## src/rtl/inst_fetch_axi_master_pkg.sv

```systemverilog
// Shared bus widths, AXI response codes and FSM encoding for the instruction fetch master.
package inst_fetch_axi_master_pkg;

  localparam int unsigned INST_ADDR_BUS = 32;
  localparam int unsigned INST_DATA_BUS = 32;

  localparam logic [1:0] RESP_OKAY   = 2'b00;
  localparam logic [1:0] RESP_SLVERR = 2'b10;
  localparam logic [1:0] RESP_DECERR = 2'b11;

  typedef enum logic [1:0] {
    StIdle = 2'd0,
    StAddr = 2'd1,
    StData = 2'd2,
    StDone = 2'd3
  } fetch_state_e;

  function automatic logic resp_is_err(input logic [1:0] resp);
    return resp != RESP_OKAY;
  endfunction

endpackage

```

## src/rtl/inst_fetch_axi_master.sv

```systemverilog
// AXI4-Lite read initiator for instruction fetch, at most one transaction outstanding.
// Optional IFETCH_ERR_EN: report misaligned fetches and non-OKAY responses on fetch_err.
module inst_fetch_axi_master
  import inst_fetch_axi_master_pkg::*;
#(
  parameter int unsigned       ADDR_W     = INST_ADDR_BUS,
  parameter int unsigned       DATA_W     = INST_DATA_BUS,
  parameter logic [2:0]        ARPROT_VAL = 3'b100,
  parameter logic [DATA_W-1:0] RESET_INST = '0
) (
  input  logic              clk,
  input  logic              rst_n,
  input  logic              fetch_req,
  input  logic [ADDR_W-1:0] fetch_addr,
  input  logic              flush,
  output logic              fetch_valid,
  output logic [DATA_W-1:0] fetch_inst,
  output logic              fetch_err,
  output logic              stall_req,
  output logic [ADDR_W-1:0] m_araddr,
  output logic [2:0]        m_arprot,
  output logic              m_arvalid,
  input  logic              m_arready,
  input  logic [DATA_W-1:0] m_rdata,
  input  logic [1:0]        m_rresp,
  input  logic              m_rvalid,
  output logic              m_rready
);

  fetch_state_e      state_q, state_d;
  logic [ADDR_W-1:0] araddr_q, araddr_d;
  logic [DATA_W-1:0] inst_q, inst_d;
  logic              arvalid_q, arvalid_d;
  logic              rready_q, rready_d;
  logic              valid_q, valid_d;
  logic              err_q, err_d;
  logic              discard_q, discard_d;
  logic              abandon;
  logic              misaligned;
  logic              resp_err;

  // Once the IF stage flushes or withdraws its request, the bus transfer is drained silently.
  assign abandon = discard_q | flush | ~fetch_req;

`ifdef IFETCH_ERR_EN
  assign misaligned = fetch_addr[1:0] != 2'b00;
  assign resp_err   = resp_is_err(m_rresp);
`else
  logic unused_inputs;
  assign misaligned    = 1'b0;
  assign resp_err      = 1'b0;
  assign unused_inputs = ^{fetch_addr[1:0], m_rresp};
`endif

  always_comb begin
    state_d   = state_q;
    araddr_d  = araddr_q;
    arvalid_d = arvalid_q;
    rready_d  = rready_q;
    inst_d    = inst_q;
    discard_d = discard_q;
    valid_d   = 1'b0;
    err_d     = 1'b0;
    case (state_q)
      StIdle: begin
        discard_d = 1'b0;
        if (fetch_req && !flush) begin
          if (misaligned) begin
            inst_d  = RESET_INST;
            valid_d = 1'b1;
            err_d   = 1'b1;
            state_d = StDone;
          end else begin
            araddr_d  = {fetch_addr[ADDR_W-1:2], 2'b00};
            arvalid_d = 1'b1;
            state_d   = StAddr;
          end
        end
      end
      StAddr: begin
        discard_d = abandon;
        if (m_arready) begin
          arvalid_d = 1'b0;
          rready_d  = 1'b1;
          state_d   = StData;
        end
      end
      StData: begin
        discard_d = abandon;
        if (m_rvalid) begin
          rready_d = 1'b0;
          if (abandon) begin
            discard_d = 1'b0;
            state_d   = StIdle;
          end else begin
            inst_d  = m_rdata;
            valid_d = 1'b1;
            err_d   = resp_err;
            state_d = StDone;
          end
        end
      end
      StDone: begin
        discard_d = 1'b0;
        state_d   = StIdle;
      end
      default: state_d = StIdle;
    endcase
  end

  always_ff @(posedge clk or negedge rst_n) begin
    if (!rst_n) begin
      state_q   <= StIdle;
      araddr_q  <= '0;
      arvalid_q <= 1'b0;
      rready_q  <= 1'b0;
      inst_q    <= RESET_INST;
      valid_q   <= 1'b0;
      err_q     <= 1'b0;
      discard_q <= 1'b0;
    end else begin
      state_q   <= state_d;
      araddr_q  <= araddr_d;
      arvalid_q <= arvalid_d;
      rready_q  <= rready_d;
      inst_q    <= inst_d;
      valid_q   <= valid_d;
      err_q     <= err_d;
      discard_q <= discard_d;
    end
  end

  assign m_araddr  = araddr_q;
  assign m_arprot  = ARPROT_VAL;
  assign m_arvalid = arvalid_q;
  assign m_rready  = rready_q;

  // valid_q marks the DONE cycle; a flush arriving in that cycle still kills the pulse.
  assign fetch_valid = valid_q & ~flush;
  assign fetch_err   = err_q & ~flush;
  assign fetch_inst  = inst_q;
  assign stall_req   = rst_n & fetch_req & ~fetch_valid;

endmodule

```

## config.mk

```make
export PLATFORM = sky130hd
export DESIGN_NAME = inst_fetch_axi_master
export DESIGN_NICKNAME = d
export VERILOG_FILES = /design/src/rtl/inst_fetch_axi_master_pkg.sv /design/src/rtl/inst_fetch_axi_master.sv
export SDC_FILE = /design/constraint.sdc
export NUM_CORES = 1
export LEC_CHECK = 0
export BUFFER_PORTS_ARGS = -buffer_cell sky130_fd_sc_hd__buf_2
export CAP_MARGIN = 20
export CORE_ASPECT_RATIO = 0.9
export CORE_MARGIN = 2
export CORE_UTILIZATION = 35
export DETAILED_ROUTE_END_ITERATION = 8
export GPL_ROUTABILITY_DRIVEN = 0
export SETUP_SLACK_MARGIN = 0.05
export SKIP_CTS_REPAIR_TIMING = 1
export SLEW_MARGIN = 15
export SYNTH_ARGS = -nofsm -noshare
export SYNTH_HDL_FRONTEND = slang
export SYNTH_SLANG_ARGS = --single-unit
```

## constraint.sdc

```tcl
create_clock -name clk -period 2.2 [get_ports clk]
set_input_delay 0.33 -clock clk [delete_from_list [all_inputs] [get_ports clk]]
set_output_delay 0.33 -clock clk [all_outputs]
set_load 0.02 [all_outputs]
```

==> run metrics, run 1 <==
core area=7660 um2; kind of critical path=reg2reg; Critical Path Sink Type=flip-flop; vias in the first global route=1846; pin slew with the least headroom to its limit=0.843 ns; Die H=88.7 um; worst relative slew slack=0.438; Cells after Synth=171; Starting Density=0.365; area delta synth->final=33.9%; share of layout cells above drive strength 1=0.705; EDFF count, synth=0; Synth async-reset ratio=1.00; Max VDD drop=0.731 mV; Pre-antenna DRT Iters=4; DR DRC count=0; later-pin clock latency in the skew report=0.33 ns; Leak=1.93 nW; port bufs=133; vias per inst=4.42; status=finished, final reports clean; CP delay by family, top=simple AND/OR/NAND/NOR gates; CTS tree=yes; gr usage total=0.127; slowest stage cell on the critical path=dfrtp_1; fmax=609 MHz; Reg area=1700 um2; CP bufs+invs=1; first-pass GRT wire length=8.63 mm; DRT antenna net count=0; Post-Syn Area per Cell=16.3 um2; post-route setup TNS=0 ns; clock slew at reported path FFs=0.08 ns; Setup violations, final=0; CTS H-Tree Depth=3; Clock Path Buffers=2; clock root buffer=clkbuf_8; final period utilization=0.746; Syn. warnings=0; initial antenna violation count=2; Power, Total=5.54 mW; CP peak stage delay=0.38 ns; critical path data arrival time=1.85 ns; top_reg_cell synth=dfrtp_1; Die Wd=98.2 um; Inst Count DP=395; max-capacitance violation count=0; number of DRC markers in iteration 0=54; largest fanout on the critical path=18; Hold Path Class=in2async; final hold violations=0; number of synthesized register bits=68; largest net degree at the start of global routing=69; Post-Route WL=5.35 mm; Seq/Total Area, Yosys=0.609; row count=30; cts bufs inserted=9; Fillers=717; # IOs=144; Req. time, crit path=2.41 ns; Worst Setup Start Kind=flip-flop; footprint of the multi-input gates=998 um2; Critical Path, Cell by Cell=nand2b_4 > nor4b_4 > buf_4 > mux2_4; max-slew violations=0; DR WL/cell=13.0 um; vias=1820; CTS Sinks=68; skew final=0.0121 ns; HPWL after detailed placement=3.83 mm; die area=8710 um2; Final #Nets=382; Synth cell types=23; Final min period=1.64 ns; Final Instance Count excl. Fillers=412; power per cell area=1480 nW/um2; GRT overflow=0; post-synthesis cell area=2790 um2; RSZ-0062 raised after global routing=false
==> final timing paths <==
kind                              startpoint             end  slack [ns]  cells past startpoint
worst max-delay path              state_q[0]  fetch_inst[23]        0.56                      4
worst min-delay path                   rst_n   fetch_inst[9]        0.21                      2
worst max register to register    state_q[0]  fetch_inst[23]        0.56                      4
worst min register to register  m_araddr[18]    m_araddr[18]        0.50                      1
max in group asynchronous              rst_n     m_araddr[3]        1.45                      2
min in group clk                  m_rdata[8]   fetch_inst[8]        0.22                      2
==> stage by stage <==
step | instance area (um2) | setup slack [ns] | hold slack [ns] | utilization
floorplan | 2810 | 0.483 | 0.0344 | -
global placement | 3530 | 0.346 | 0.483 | 0.462
detailed placement | 3530 | 0.342 | 0.487 | 0.462
CTS | 3740 | 0.534 | 0.197 | 0.488
global route | 3740 | 0.474 | 0.188 | 0.488
finish | 3740 | 0.559 | 0.208 | 0.488
==> cells in the final DEF (no fill, tap or decap), drive strengths merged <==
cell,count
buf,139
diode,1
o21ba,1
nand2b,2
nor3,1
a21oi,1
o2bb2ai,1
nor2b,1
bufinv,1
mux2i,1
clkinvlp,1
mux2,63
nand2,3
nor4b,1
clkinv,2
and2b,1
o32ai,1
inv,1
nor2,4
o21ai,4
clkbuf,12
conb,6
dfrtp,68
==> logic make-up after synthesis <==
| logic type | count (synthesis) | synth area share |
|---|---|---|
| buffers and inverters | 16 | 0.0403 |
| AND/OR/NAND/NOR | 13 | 0.0323 |
| flip-flops | 68 | 0.609 |
| other | 2 | 0.00269 |
| AO/OA/AOI/OAI | 8 | 0.0188 |
| multiplexers | 64 | 0.297 |
==> state kept, by name, summed over array words and instances, names as in the netlist <==
name / count
discard_q: 1
fetch_inst: 32
m_araddr: 30
m_arvalid: 1
m_rready: 1
state_q: 2
valid_q: 1
==> Yosys cell counts, types with 2 or more instances <==
library cell	instances	area share
conb_1	2	0.0027
buf_6	3	0.012
mux2_4	29	0.16
clkbuf_1	2	0.0027
dfrtp_1	68	0.61
nand2_1	3	0.0040
mux2_2	34	0.14
buf_4	7	0.019
buf_2	3	0.0054
o21ai_0	4	0.0072
nor2_1	4	0.0054
==> final cells by class <==
type	instances	area share
Tap cell	96	0.0321
Clock inverter	4	0.0127
Timing Repair Buffer	139	0.190
Antenna cell	1	0.000669
Multi-Input combinational cell	91	0.267
Inverter	1	0.00100
Sequential cell	68	0.455
Clock buffer	12	0.0415
==> worst register-to-register path: cells and delay by family, from the launching register on <==
family	cells	cell delay, ns
buf+inv	1	0.36
flops	1	0.38
mux	1	0.34
simple gates	2	0.44
==> per-layer routing <==
metal / global-route usage / wire, um / share of wire
met1: 0.151 / 2250 / 0.42
met2: 0.196 / 2370 / 0.44
met3: 0.0821 / 672 / 0.13
met4: 0.0324 / 51 / 0.0095
met5: 0 / 11 / 0.0021
==> report_power, final <==
part / internal, mW / leakage [nW] / total (mW) / switching [mW]
logic: 1.10 / 0.988 / 2.34 / 1.24
clock network: 0.582 / 0.102 / 1.03 / 0.446
registers: 1.86 / 0.840 / 2.17 / 0.316
Note: power is estimated with default switching activity, not from simulation.
==> inputs of run 2 (changes only) <==
==> constraint.sdc (replaced) <==
create_clock -name clk -period 1.65 [get_ports clk]
set_input_delay 0.2475 -clock clk [delete_from_list [all_inputs] [get_ports clk]]
set_output_delay 0.2475 -clock clk [all_outputs]
set_load 0.02 [all_outputs]
==> run 2 against run 1 <==
  * Sequential power is 33% higher
  * Global-route usage is 0.44 points higher
  * Via count is 0.99% higher
  * Fmax is 4.4% higher
  * Flip-flop and latch count stayed put
  * Setup slack worse by 0.48 ns
  * Non-clock buffer count is 5 higher
  * Clock skew is 0.0087 ns lower
  * Final area is 0.80% higher
  * Final cell count is 0.49% higher
  * Combinational power is 36% higher
  * Core utilization is 0.39 points higher
==> run metrics, run 2 (same netlist as run 1, synthesis figures left out) <==
HPWL after detailed placement=3.95 mm; Worst Setup Start Kind=flip-flop; CTS Sinks=68; core area=7660 um2; later-pin clock latency in the skew report=0.33 ns; pin slew with the least headroom to its limit=0.830 ns; cts bufs inserted=9; Sequential Power Share=0.401; Fillers=721; final hold violations=0; Req. time, crit path=1.87 ns; NetSw=2.65 mW; max-slew violations=0; Power, Total=7.18 mW; DRT antenna net count=0; GRT overflow=0; Final Instance Count excl. Fillers=414; vias in the first global route=1864; gr usage total=0.132; worst relative slew slack=0.446; Critical Path, Cell by Cell=nand2b_4 > nor4b_4 > buf_6 > clkbuf_16 > mux2_4; slowest stage cell on the critical path=dfrtp_1; share of layout cells above drive strength 1=0.708; port bufs=133; ant diodes=0; Final min period=1.57 ns; max-capacitance violation count=0; CTS H-Tree Depth=3; final period utilization=0.953; Setup violations, final=0; Final #Nets=387; kind of critical path=reg2reg; clock root buffer=clkbuf_8; power per cell area=1900 nW/um2; row count=30; Pre-antenna DRT Iters=4; power share of the clock group=0.156; CP peak stage delay=0.37 ns; Hold Path Class=in2async; critical path data arrival time=1.79 ns; Starting Density=0.365; commonest non-fill, non-tap cells in the layout=buf_2, dfrtp_1, mux2_2; fmax=636 MHz; vias per inst=4.44; max FFs per register=32; Pint=4.53 mW; Die Wd=98.2 um; DR DRC count=0; Post-Route WL=5.50 mm; DR WL/cell=13.3 um; largest net degree at the start of global routing=69; initial antenna violation count=0; area delta synth->final=35.0%; RSZ-0062 raised after global routing=true; Die H=88.7 um; skew final=0.00347 ns; Switching Share=0.370; Leak=1.95 nW; commonest non-fill, non-tap cell in the layout=buf_2; number of DRC markers in iteration 0=27; status=finished, final reports clean; clock slew at reported path FFs=0.07 ns; vias=1838; CTS tree=yes; Fin Hold WS=0.138 ns; die area=8710 um2; largest fanout on the critical path=11; first-pass GRT wire length=8.80 mm; Critical Path Sink Type=flip-flop; Max VDD drop=0.897 mV; # IOs=144; Clock Path Buffers=2; Comb power frac=0.442; Inst Count DP=398
run 2: worst paths after layout:
check | from | end | slack (ns) | cells past startpoint
hold / removal | rst_n | m_araddr[15] | 0.14 | 2
setup / recovery | state_q[0] | fetch_inst[29] | 0.08 | 5
max in group asynchronous | rst_n | fetch_inst[2] | 0.99 | 2
setup reg to reg | state_q[0] | fetch_inst[29] | 0.08 | 5
min in group clk | m_rdata[10] | fetch_inst[10] | 0.14 | 2
hold reg to reg | m_araddr[2] | m_araddr[2] | 0.50 | 1
run 2: critical path: cells and delay by family, from the launching register on:
family                 cells  cell delay, ns
and+or+nand+nor            2            0.44
DFF                        1            0.37
buffers and inverters      2            0.35
muxes                      1            0.30
run 2: stage by stage:
stage	util	TNS (ns)	instance area [um2]	setup WS, ns
2_1_floorplan	-	-1.54	2810	-0.0549
3_3_place_gp	0.466	-0.931	3570	-0.0435
3_5_place_dp	0.466	-1.03	3570	-0.0573
4_1_cts	0.487	-0.0207	3730	-0.00556
5_1_grt	0.492	0	3770	0.0351
6_report	0.492	0	3770	0.0774
run 2: layout make-up:
| type | instances | area [um2] | share of cell area |
|---|---|---|---|
| Sequential cell | 68 | 1700 | 0.451 |
| Multi-Input combinational cell | 91 | 998 | 0.265 |
| Timing Repair Buffer | 144 | 790 | 0.209 |
| Clock buffer | 11 | 141 | 0.0375 |
| Tap cell | 96 | 120 | 0.0319 |
| Clock inverter | 3 | 15.0 | 0.00398 |
| Inverter | 1 | 3.75 | 0.000996 |
run 2: power by group through the flow:
| stage | clock [mW] | combinational (mW) | sequential [mW] |
|---|---|---|---|
| final | 1.12 | 3.18 | 2.88 |
| after global routing | 1.28 | 3.39 | 3.00 |
| after CTS | 1.19 | 3.22 | 2.90 |
| after detailed placement | 0 | 3.22 | 2.90 |
| after global placement | 0 | 3.15 | 2.90 |
| after floorplan | 0 | 1.13 | 3.88 |
run 2: metal layers:
layer	wire, um	global-route usage	share of wire
met1	2380	0.166	0.43
met2	2400	0.196	0.44
met3	684	0.0703	0.12
met4	40	0.0448	0.0073
met5	0	0	0
==> inputs of run 3 (changes only) <==
--- a/config.mk
+++ b/config.mk
@@ -5,6 +5,7 @@
 export SDC_FILE = /design/constraint.sdc
 export NUM_CORES = 1
 export LEC_CHECK = 0
+export ABC_AREA = 1
 export BUFFER_PORTS_ARGS = -buffer_cell sky130_fd_sc_hd__buf_2
 export CAP_MARGIN = 20
 export CORE_ASPECT_RATIO = 0.9
@@ -12,6 +13,8 @@
 export CORE_UTILIZATION = 35
 export DETAILED_ROUTE_END_ITERATION = 8
 export GPL_ROUTABILITY_DRIVEN = 0
+export PLACE_DENSITY = 0.68
+export RECOVER_POWER = 100
 export SETUP_SLACK_MARGIN = 0.05
 export SKIP_CTS_REPAIR_TIMING = 1
 export SLEW_MARGIN = 15
==> run 3 against run 2 <==
  * Register-to-register slack gained 0.14 ns
  * Combinational power fell by 26%
  * Via count rose by 36%
  * Final cell count increased by 33%
  * Synthesized cell count up 88%
  * Sequential power shrank 6%
  * Final area decreased by 3.3%
  * Global-route usage increased by 2.0 points
  * Sequential share of layout area increased by 1.5 points
  * Non-clock buffer count down 5
  * Die area is 3.6% higher
==> run metrics, run 3 <==
status=finished, final reports clean; CTS tree=yes; top post-synthesis cells by area=dfrtp_1, nand2_1, nand4_1; clock root buffer=clkbuf_8; Syn. warnings=0; Sequential Power Share=0.437; area leader, netlist=dfrtp_1; vias in the first global route=2366; critical path data arrival time=1.66 ns; Die H=90.3 um; reg2reg start=state_q[0]; post-synthesis cell area=2900 um2; number of synthesized register bits=68; Die Wd=99.9 um; port bufs=133; Seq/Total Area, Yosys=0.587; Leak=2.01 nW; row count=31; CTS Sinks=68; kind of critical path=reg2reg; DR DRC count=0; Switching Share=0.428; Post-Syn Area per Cell=9.02 um2; CTS H-Tree Depth=3; pin slew with the least headroom to its limit=0.930 ns; DRT antenna net count=0; max-capacitance violation count=0; first-pass GRT wire length=11.0 mm; final period utilization=0.868; Synth top cells by count=nand2_1, dfrtp_1, inv_1; critical hold path startpoint=fetch_addr[31]; largest fanout on the critical path=61; DR WL/cell=12.0 um; worst setup path startpoint=state_q[0]; ant diodes=0; Starting Density=0.361; number of DRC markers in iteration 0=57; gr usage total=0.152; Synth cell types=22; GRT overflow=0; Cells after Synth=321; largest net degree at the start of global routing=69; Critical Path Sink Type=flip-flop; top_reg_cell synth=dfrtp_1; core area=8030 um2; share of layout cells above drive strength 1=0.203; Final Instance Area=3650 um2; worst relative slew slack=0.380; commonest non-fill, non-tap cell in the layout=nand2_1; Synth top area share=0.587; clock slew at reported path FFs=0.07 ns; Final min period=1.43 ns; final hold violations=0; area delta synth->final=25.9%; commonest non-fill, non-tap cells in the layout=nand2_1, clkbuf_1, dfrtp_1; power per cell area=1690 nW/um2; Worst Setup Start Kind=flip-flop; Post-Route WL=6.62 mm; HPWL after detailed placement=4.62 mm; Max VDD drop=0.692 mV; Synth async-reset ratio=1.00; Final #Nets=522; power share of the clock group=0.183; max-slew violations=0; Pre-antenna DRT Iters=4; end-of-flow core utilization=0.454; Hold Path Class=in2reg; Setup violations, final=0; cell with the most instances after synthesis=nand2_1; NetSw=2.64 mW; Req. time, crit path=1.88 ns; skew final=0.00571 ns; max FFs per register=32; die area=9020 um2; Fillers=859; RSZ-0062 raised after global routing=false; Clock Path Buffers=2; vias=2503; Comb power frac=0.380; later-pin clock latency in the skew report=0.33 ns; initial antenna violation count=0; post-route setup TNS=0 ns; placed inst area=3580 um2; fmax=699 MHz; vias per inst=4.53; cts bufs inserted=9; Pint=3.54 mW; # IOs=144; EDFF count, synth=0
-- run 3: worst paths after layout --
kind / endpoint / slack [ns] / depth (start not counted)
worst max-delay path: m_araddr[19] / 0.22 / 4
worst min-delay path: m_araddr[31] / 0.16 / 3
worst max register to register: m_araddr[19] / 0.22 / 4
worst min register to register: fetch_inst[17] / 0.47 / 2
max in group asynchronous: fetch_inst[8] / 0.76 / 2
min in group asynchronous: fetch_inst[29] / 0.26 / 2
-- run 3: through the flow --
step / cells / power [mW] / hold slack, ns / setup slack [ns]
after CTS: 552 / 6.44 / 0.137 / 0.196
final: 552 / 6.18 / 0.159 / 0.218
after global routing: 552 / 6.66 / 0.141 / 0.0388
after floorplan: 325 / 4.33 / -0.0481 / 0.556
after detailed placement: 538 / 5.27 / 0.453 / 0.125
after global placement: 538 / 5.20 / 0.448 / 0.152
-- run 3: worst max-delay path, stage by stage (launching register included) --
cell	delay [ns]
dfrtp_1	0.44
nor2_2	0.16
nand3_2	0.07
clkbuf_4	0.35
o21ai_0	0.28
-- run 3: cell type report --
cell class / count / area [um2] / area share
sequential: 68 / 1700 / 0.467
multi-input combinational: 192 / 891 / 0.244
timing repair buffer: 139 / 624 / 0.171
inverter: 40 / 150 / 0.0412
clock buffer: 11 / 141 / 0.0388
tap: 99 / 124 / 0.0340
clock inverter: 3 / 15.0 / 0.00412
-- run 3: kinds of logic after synthesis --
kind of cell | Yosys count | share of synthesized area
buffers and inverters | 65 | 0.110
flip-flops | 68 | 0.587
AND/OR/NAND/NOR | 155 | 0.246
other | 2 | 0.00259
AO/OA/AOI/OAI | 31 | 0.0536
-- run 3: routing by layer --
layer | GRT usage | share of wire | up-vias
met5 | 0 | 0 | -
met4 | 0.0514 | 0.0098 | 0
met3 | 0.0379 | 0.062 | 7
met2 | 0.251 | 0.47 | 79
met1 | 0.195 | 0.46 | 1159
li1 | - | - | 1258
-- run 3: power groups by stage --
stage               Clock (mW)  Combinational [mW]  Sequential, mW
detailed placement           0                2.57            2.69
global route              1.27                2.61            2.78
finish                    1.13                2.35            2.70
global placement             0                2.51            2.68
floorplan                    0               0.848            3.48
CTS                       1.19                2.57            2.68
